`src/rtl/display_scan_ctrl.sv`:
```
// Multiplexed 4-digit display scanner: time-slots each anode with a blanking gap,
// latches new BCD values only on frame boundaries, and applies leading-zero/blink suppression.
module display_scan_ctrl #(
    parameter int unsigned SHOW_CYCLES  = 499000,
    parameter int unsigned BLANK_CYCLES = 1000
) (
    input  logic        clk,
    input  logic        rst_n,
    input  logic        in_valid,
    output logic        in_ready,
    input  logic [15:0] in_bcd,
    input  logic        blink_en,
    input  logic [3:0]  blink_mask,
    input  logic        blink_tick,
    input  logic        lz_suppress,
    output logic [3:0]  digit,
    output logic [3:0]  digit_data,
    output logic        frame_done
);
    localparam int unsigned MAX_CYCLES = (SHOW_CYCLES > BLANK_CYCLES) ? SHOW_CYCLES : BLANK_CYCLES;
    localparam int unsigned CNT_W      = (MAX_CYCLES > 1) ? $clog2(MAX_CYCLES) : 1;
    localparam logic [CNT_W-1:0] SHOW_LAST  = CNT_W'(SHOW_CYCLES - 1);
    localparam logic [CNT_W-1:0] BLANK_LAST = CNT_W'(BLANK_CYCLES - 1);

    typedef enum logic { SHOW = 1'b0, BLANK = 1'b1 } state_t;

    state_t           state_q, state_d;
    logic [1:0]       posn_q, posn_d;
    logic [CNT_W-1:0] cnt_q, cnt_d;
    logic [3:0][3:0]  active_q, pending_q;
    logic             pending_full_q, pending_full_d;
    logic             blink_phase_q, blink_phase_d;
    logic             boundary, xfer, load_active, suppress;
    logic [3:0]       digit_d;

    // Slot sequencer: SHOW then BLANK for each position, advancing posn after the gap.
    always_comb begin
        // NOTE: every signal gets a default before the case so no path can infer a latch.
        state_d  = state_q;
        posn_d   = posn_q;
        cnt_d    = cnt_q + CNT_W'(1);
        boundary = 1'b0;
        case (state_q)
            SHOW: begin
                if (cnt_q == SHOW_LAST) begin
                    state_d = BLANK;
                    cnt_d   = '0;
                end
            end
            BLANK: begin
                if (cnt_q == BLANK_LAST) begin
                    state_d  = SHOW;
                    cnt_d    = '0;
                    posn_d   = posn_q + 2'd1;
                    boundary = (posn_q == 2'd3);
                end
            end
            default: ;
        endcase
    end

    // A full pending slot blocks new transfers, so the two cases are exclusive.
    always_comb begin
        xfer           = in_valid && in_ready;
        load_active    = boundary && pending_full_q;
        pending_full_d = pending_full_q;
        if (load_active) begin
            pending_full_d = 1'b0;
        end else if (xfer) begin
            pending_full_d = 1'b1;
        end
        blink_phase_d = blink_en && (blink_phase_q ^ blink_tick);
    end

    always_comb begin
        suppress = blink_phase_q && blink_mask[posn_q];
        if (lz_suppress) begin
            case (posn_q)
                2'd3:    suppress = suppress || (active_q[3] == 4'd0);
                2'd2:    suppress = suppress || (active_q[3:2] == '0);
                2'd1:    suppress = suppress || (active_q[3:1] == '0);
                default: ;
            endcase
        end
        digit_d = 4'b1111;
        if (state_q == SHOW && !suppress) begin
            digit_d = ~(4'b0001 << posn_q);
        end
    end

    always_ff @(posedge clk or negedge rst_n) begin
        if (!rst_n) begin
            state_q        <= SHOW;
            posn_q         <= 2'd0;
            cnt_q          <= '0;
            active_q       <= '0;
            pending_q      <= '0;
            pending_full_q <= 1'b0;
            blink_phase_q  <= 1'b0;
            digit          <= 4'b1111;
            digit_data     <= 4'd0;
            in_ready       <= 1'b1;
            frame_done     <= 1'b0;
        end else begin
            // NOTE: non-blocking assignments so every flop samples pre-edge values.
            state_q        <= state_d;
            posn_q         <= posn_d;
            cnt_q          <= cnt_d;
            if (load_active) active_q <= pending_q;
            if (xfer) pending_q <= in_bcd;
            pending_full_q <= pending_full_d;
            blink_phase_q  <= blink_phase_d;
            // Ready follows the next pending state so a full slot is never overwritten.
            in_ready       <= !pending_full_d;
            digit          <= digit_d;
            digit_data     <= active_q[posn_q];
            frame_done     <= boundary;
        end
    end

endmodule

```
`config.mk`:
```
export PLATFORM = sky130hd
export DESIGN_NAME = display_scan_ctrl
export DESIGN_NICKNAME = d
export VERILOG_FILES = /design/src/rtl/display_scan_ctrl.sv
export SDC_FILE = /design/constraint.sdc
export NUM_CORES = 1
export LEC_CHECK = 0
export BUFFER_PORTS_ARGS = -buffer_cell sky130_fd_sc_hd__buf_2
export CORE_MARGIN = 2
export CORE_UTILIZATION = 35
export DETAILED_ROUTE_END_ITERATION = 10
export MAX_ROUTING_LAYER = met4
export SLEW_MARGIN = 40
export SYNTH_ARGS = -nofsm -noshare
export SYNTH_HDL_FRONTEND = slang
export SYNTH_SLANG_ARGS = --single-unit
```
`constraint.sdc`:
```
create_clock -name clk -period 3.9 [get_ports clk]
set_input_delay 0.585 -clock clk [delete_from_list [all_inputs] [get_ports clk]]
set_output_delay 0.585 -clock clk [all_outputs]
set_load 0.1 [all_outputs]
```
==> Word level (Yosys, flattened, before mapping) <==
Cells that the tools add are included.
{ "totals": {"regBits": 66, "inputBits": 26, "output_inout_bits": 10, "elab_cells": 60} }
{ "classes": {"addsub": 2, "order_cmp": 1, "n_eq_ne": 5, "shift": 1, "muxes": 17, "bitwise": 3, "reduce_logical": 14} }
{ "op_table": {"columns": ["op", "n"], "rows": [
  ["2-to-1 mux 19 bit", 2],
  ["case mux 19 bit (2 select lines)", 1],
  ["adder 19 x 1 -> 19 bit, second input constant", 1],
  ["== test 19 x 10 -> 1 bit, second input constant", 1],
  ["== test 19 bit, second input constant", 1],
  ["logical NOT 12 bit", 1],
  ["binary-select mux 4 bit (select 2 bit)", 1],
  ["logical NOT 8 bit", 1],
  ["2-to-1 mux 1 bit", 8],
  ["2-to-1 mux 4 bit", 2],
  ["logical AND 1 bit", 5],
  ["== test 2 bit, second input constant", 2],
  ["logical NOT 4 bit", 1],
  ["inverter 4 bit", 1],
  ["left shift 1 x 2 -> 4 bit, first input constant", 1],
  ["logical OR 1 bit", 3],
  ["less-than comparator 2 x 3 -> 1 bit, second input constant", 1],
  ["case mux 1 bit (3 select lines)", 1],
  ["adder 2 x 1 -> 2 bit, second input constant", 1],
  ["binary-select mux 1 bit (select 2 bit)", 1],
  ["== test 2 x 1 -> 1 bit, second input constant", 1],
  ["logical NOT 1 bit", 2],
  ["case mux 1 bit (2 select lines)", 1],
  ["AND reduction 2 bit", 1],
  ["2 further kinds", 2]
]} }

==> Longest topological paths before layout <==
{ "depth": {"ltp_word": 9, "depth_mapped": 7} }

==> Worst setup path after synthesis <==
OpenSTA, ideal clock, no wires.
{ "synth_path": {"kind": "reg-to-reg", "start": "register in_ready", "end": "register pending_q[0] in the netlist's numbering", "setup_time_ps": 125, "arrival_ps": 2058, "path_slack_ps": 1717, "stages_incl_launch_ff": 5, "n_path_buf": 2, "synth_period_minus_slack_ps": 2183, "path_cell_list": "dfstp_2 > and2_1 > clkbuf_1 > clkbuf_1 > mux2_2"} }
{ "synth_between": {"elab_chain_len": 1} }
{ "synth_rtl": {"columns": ["element", "line", "text"], "rows": [
  ["start, declared", "10", "output logic in_ready,"],
  ["start signal, assigned", "114", "in_ready <= !pending_full_d;"],
  ["logical AND 1 bit", "64", "xfer = in_valid && in_ready;"],
  ["end signal, assigned", "110", "if (xfer) pending_q <= in_bcd;"],
  ["end, declared", "30", "logic [3:0][3:0] active_q, pending_q;"]
]} }
No other way between the ends.
A chain may end at the register's enable or synchronous reset.

==> Worst setup path in the final report <==
{ "layout_path": {"start": "register cnt_q[0]", "end": "register posn_q[1]"} }
{ "layout_between": {"elab_chain_len": 2} }
{ "layout_rtl": {"columns": ["element", "line", "text"], "rows": [
  ["start, declared", "29", "logic [CNT_W-1:0] cnt_q, cnt_d;"],
  ["start signal, assigned", "108", "cnt_q <= cnt_d;"],
  ["== test 19 x 10 -> 1 bit", "51", "if (cnt_q == BLANK_LAST) begin"],
  ["AND reduction 2 bit (no line)", null, null],
  ["end signal, assigned", "107", "posn_q <= posn_d;"],
  ["end, declared", "28", "logic [1:0] posn_q, posn_d;"]
]} }
No other way between the ends.

==> results.md <==
* Outcome: complete, no violations
* CP max stage cell: and3_1
* Yosys top cell by area: dfrtp_1
* Layout Skew at about 5.3 ps
* Post-synth ARST share at 100%
* Pleak at 1.58 nW
* Grt ovf at 0
* Root Buffer: clkbuf_8
* Min-delay worst type: in -> async
* R2r startpoint: cnt_q[0]
* Slew Limit Fails at 0
* Peak VDD IR at 225 uV
* Via density at 5.09
* Minimum clock period at 2240 ps
* Setup_tns at 0 ps
* Worst slew pin tran at 768 ps
* Req. time, crit path at 4130 ps
* PwrDens at 426 nW/um^2
* Worst R2R Setup Slack at 1660 ps
* Detail Route Antenna Nets at 0
* Vias in the first global route at 2004
* # diodes at 0
* Core box area at between 8000 and 9000 sq um
* Max stage delay on crit path at 680 ps
* H-tree depth at 3
* CP max FO at 19
* 1st-pass router iterations at 4
* FP Rows at 33
* Largest net degree at the start of global routing at 44
* Multi-input combinational cell area at 1210 sq um
* Final setup viols at 0
* DRT iter0 DRCs at 65
* Fillers at 775
* CTS Hold Bufs at 0
* Setup ws final at 1660 ps
* Warnings from Yosys at 0
* Routability Congestion at slightly below 0.9
* Total CTS buffers at 9
* FF-to-FF path depth at 5
* Worst-path clk slew at approximately 70 ps
* R2R Path End: posn_q[1]
* FF/Latch Area at 1660 sq um
* Die width at around 96 microns
* PortBufs at 35
* Num Clock Sinks at 66
* Post-Syn Nets at roughly 250
* # IOs at 36
* Main area contributors after synthesis: dfrtp_1, mux2_1, dfstp_2
* CP arrival at ~2500 ps
* Crit path kind: reg -> reg
* Max-cap violations at 0
* RSZ-0062 raised after global routing: false
* CTS tree: built
* Relative slew slack at 48.8%
* Total GRT Usage at between 10 and 15%
* Seq cells post-synth at 66
* Post-synthesis sequential area ratio at between 50% and 60%
* Initial Utilization at 35.9%
* Max clock buf depth at 2
* Element type at the critical path end: flop
* Hold Vio Cnt, Final at 0
* Startpoint type of the worst setup path: flop
* Initial antenna violation count at 0
* First-pass GRT wire length at 9570 microns
* Wire per inst at 15.1 microns
* Cells along the critical path: ha_1 > and4bb_1 > and4_1 > and3_1 > mux2_1
* Die ar. at 9140 sq um
* Post-Place Worst Slack at approximately 1600 ps
* Synth-to-Final Area Change at 16.6%
* DRC Markers at 0
* Primary FF master, synth: dfrtp_1
* Synth Area per Inst at 13.4 sq um
* Library cells used by synthesis at 40
* Fin nets at a little under 300
* Synthesized netlist cell count at 219
* Fin crit share at 57.5%
* Most frequent cell after synthesis: dfrtp_1
* Layout cell share with drive strength beyond 1 at between 30% and 40%
* Synthesized area at 2940 sq um
* Number of synthesized flops with an enable pin at 0
* Hpwl dp at between 3000 and 4000 microns
* Cts repair resizes at 0
* Most frequent cells after synthesis: dfrtp_1, mux2_1, nor3_1
* Die span in y at 95.6 microns
* Clock latency at the later pin of the worst-skew pair at between 300 and 400 ps
* Via count at 1880
* Postcts setup bufs at 0
* Fmax at 446 MHz
* Routed WL at 5560 microns
* Synth top area share at between 50% and 60%
-- where the power goes --
part | switching [W] | internal [W] | total (W)
sequential | 0.0000363 | 0.000757 | 0.000794
clock | 0.000253 | 0.000306 | 0.000560
combinational | 0.0000481 | 0.0000581 | 0.000106
-- metrics by stage --
step / area (sq um) / utilization (%) / hold slack (ps) / std cells / total power [W]
CTS: 3420 / 41.9 / 230 / 369 / 0.00149
detailed placement: 3230 / 39.5 / 469 / 354 / 0.000919
floorplan: 2940 / - / 289 / 219 / 0.000865
finish: 3420 / 41.9 / 223 / 369 / 0.00146
global route: 3420 / 41.9 / 254 / 369 / 0.00154
global placement: 3210 / 39.3 / 461 / 352 / 0.000910
-- cell usage in the layout (no fill, tap or decap), drive strengths merged, types with 2 or more instances in the layout --
cell type / instances
o31ai: 2
nor2: 5
dfrtp: 61
nand3: 6
o211ai: 4
nor3b: 2
xnor2: 12
or4: 3
nor4b: 2
nand2: 5
a21oi: 2
clkbuf: 10
mux4: 5
xor2: 4
nor4: 7
clkinvlp: 2
ha: 6
buf: 38
nor3: 14
mux2: 33
o21a: 2
clkinv: 2
inv: 8
dfstp: 5
nand4: 7
a211oi: 3
and2: 4
-- kinds of logic (layout without fill, tap and decap cells) --
| group | Yosys count | count (layout) | share of synthesized area, % |
|---|---|---|---|
| buffers and inverters | 16 | 61 | 2.30 |
| flip-flops | 66 | 66 | 56.5 |
| adder cells (fa/ha/maj) | 6 | 6 | 2.56 |
| AO/OA/AOI/OAI | 16 | 16 | 4.22 |
| AND/OR/NAND/NOR | 61 | 61 | 13.2 |
| XOR/XNOR | 16 | 16 | 4.77 |
| multiplexers | 38 | 38 | 16.5 |
-- routing by layer --
layer	global-route usage (%)	wire length, microns
met2	21.6	2720
met1	17.7	2520
met4	5.36	71
met3	6.01	252
met5	-	0
-- final cells by class --
cell class,instances,share of cell area [%]
tap,105,3.84
clock inverter,5,1.61
inverter,8,0.877
sequential,66,48.4
clock buffer,10,4.02
multi-input combinational,137,35.4
timing repair buffer,38,5.85
-- state kept, by name, indices dropped and copies added, names as in the netlist --
register        flops
pending_q          16
cnt_q              19
active_q           16
digit_data          4
posn_q              2
state_q             1
in_ready            1
pending_full_q      1
frame_done          1
digit               4
blink_phase_q       1
-- critical path, delay by kind of cell (launching register included) --
family | cells | cell delay [ps]
AND/OR/NAND/NOR | 3 | 1150
flip-flops | 1 | 380
multiplexers | 1 | 380
adder cells (fa/ha/maj) | 1 | 210
-- worst max path at each step --
stage	start	end	cells past startpoint
after floorplan	in_ready	pending_q[0]	4
after global placement	cnt_q[0]	posn_q[1]	5
after detailed placement	cnt_q[0]	posn_q[1]	5
after CTS	cnt_q[0]	posn_q[1]	5
after global routing	posn_q[1]	active_q[11]	4
final	cnt_q[0]	posn_q[1]	5
No activity file was read; power rests on OpenSTA's default activity.
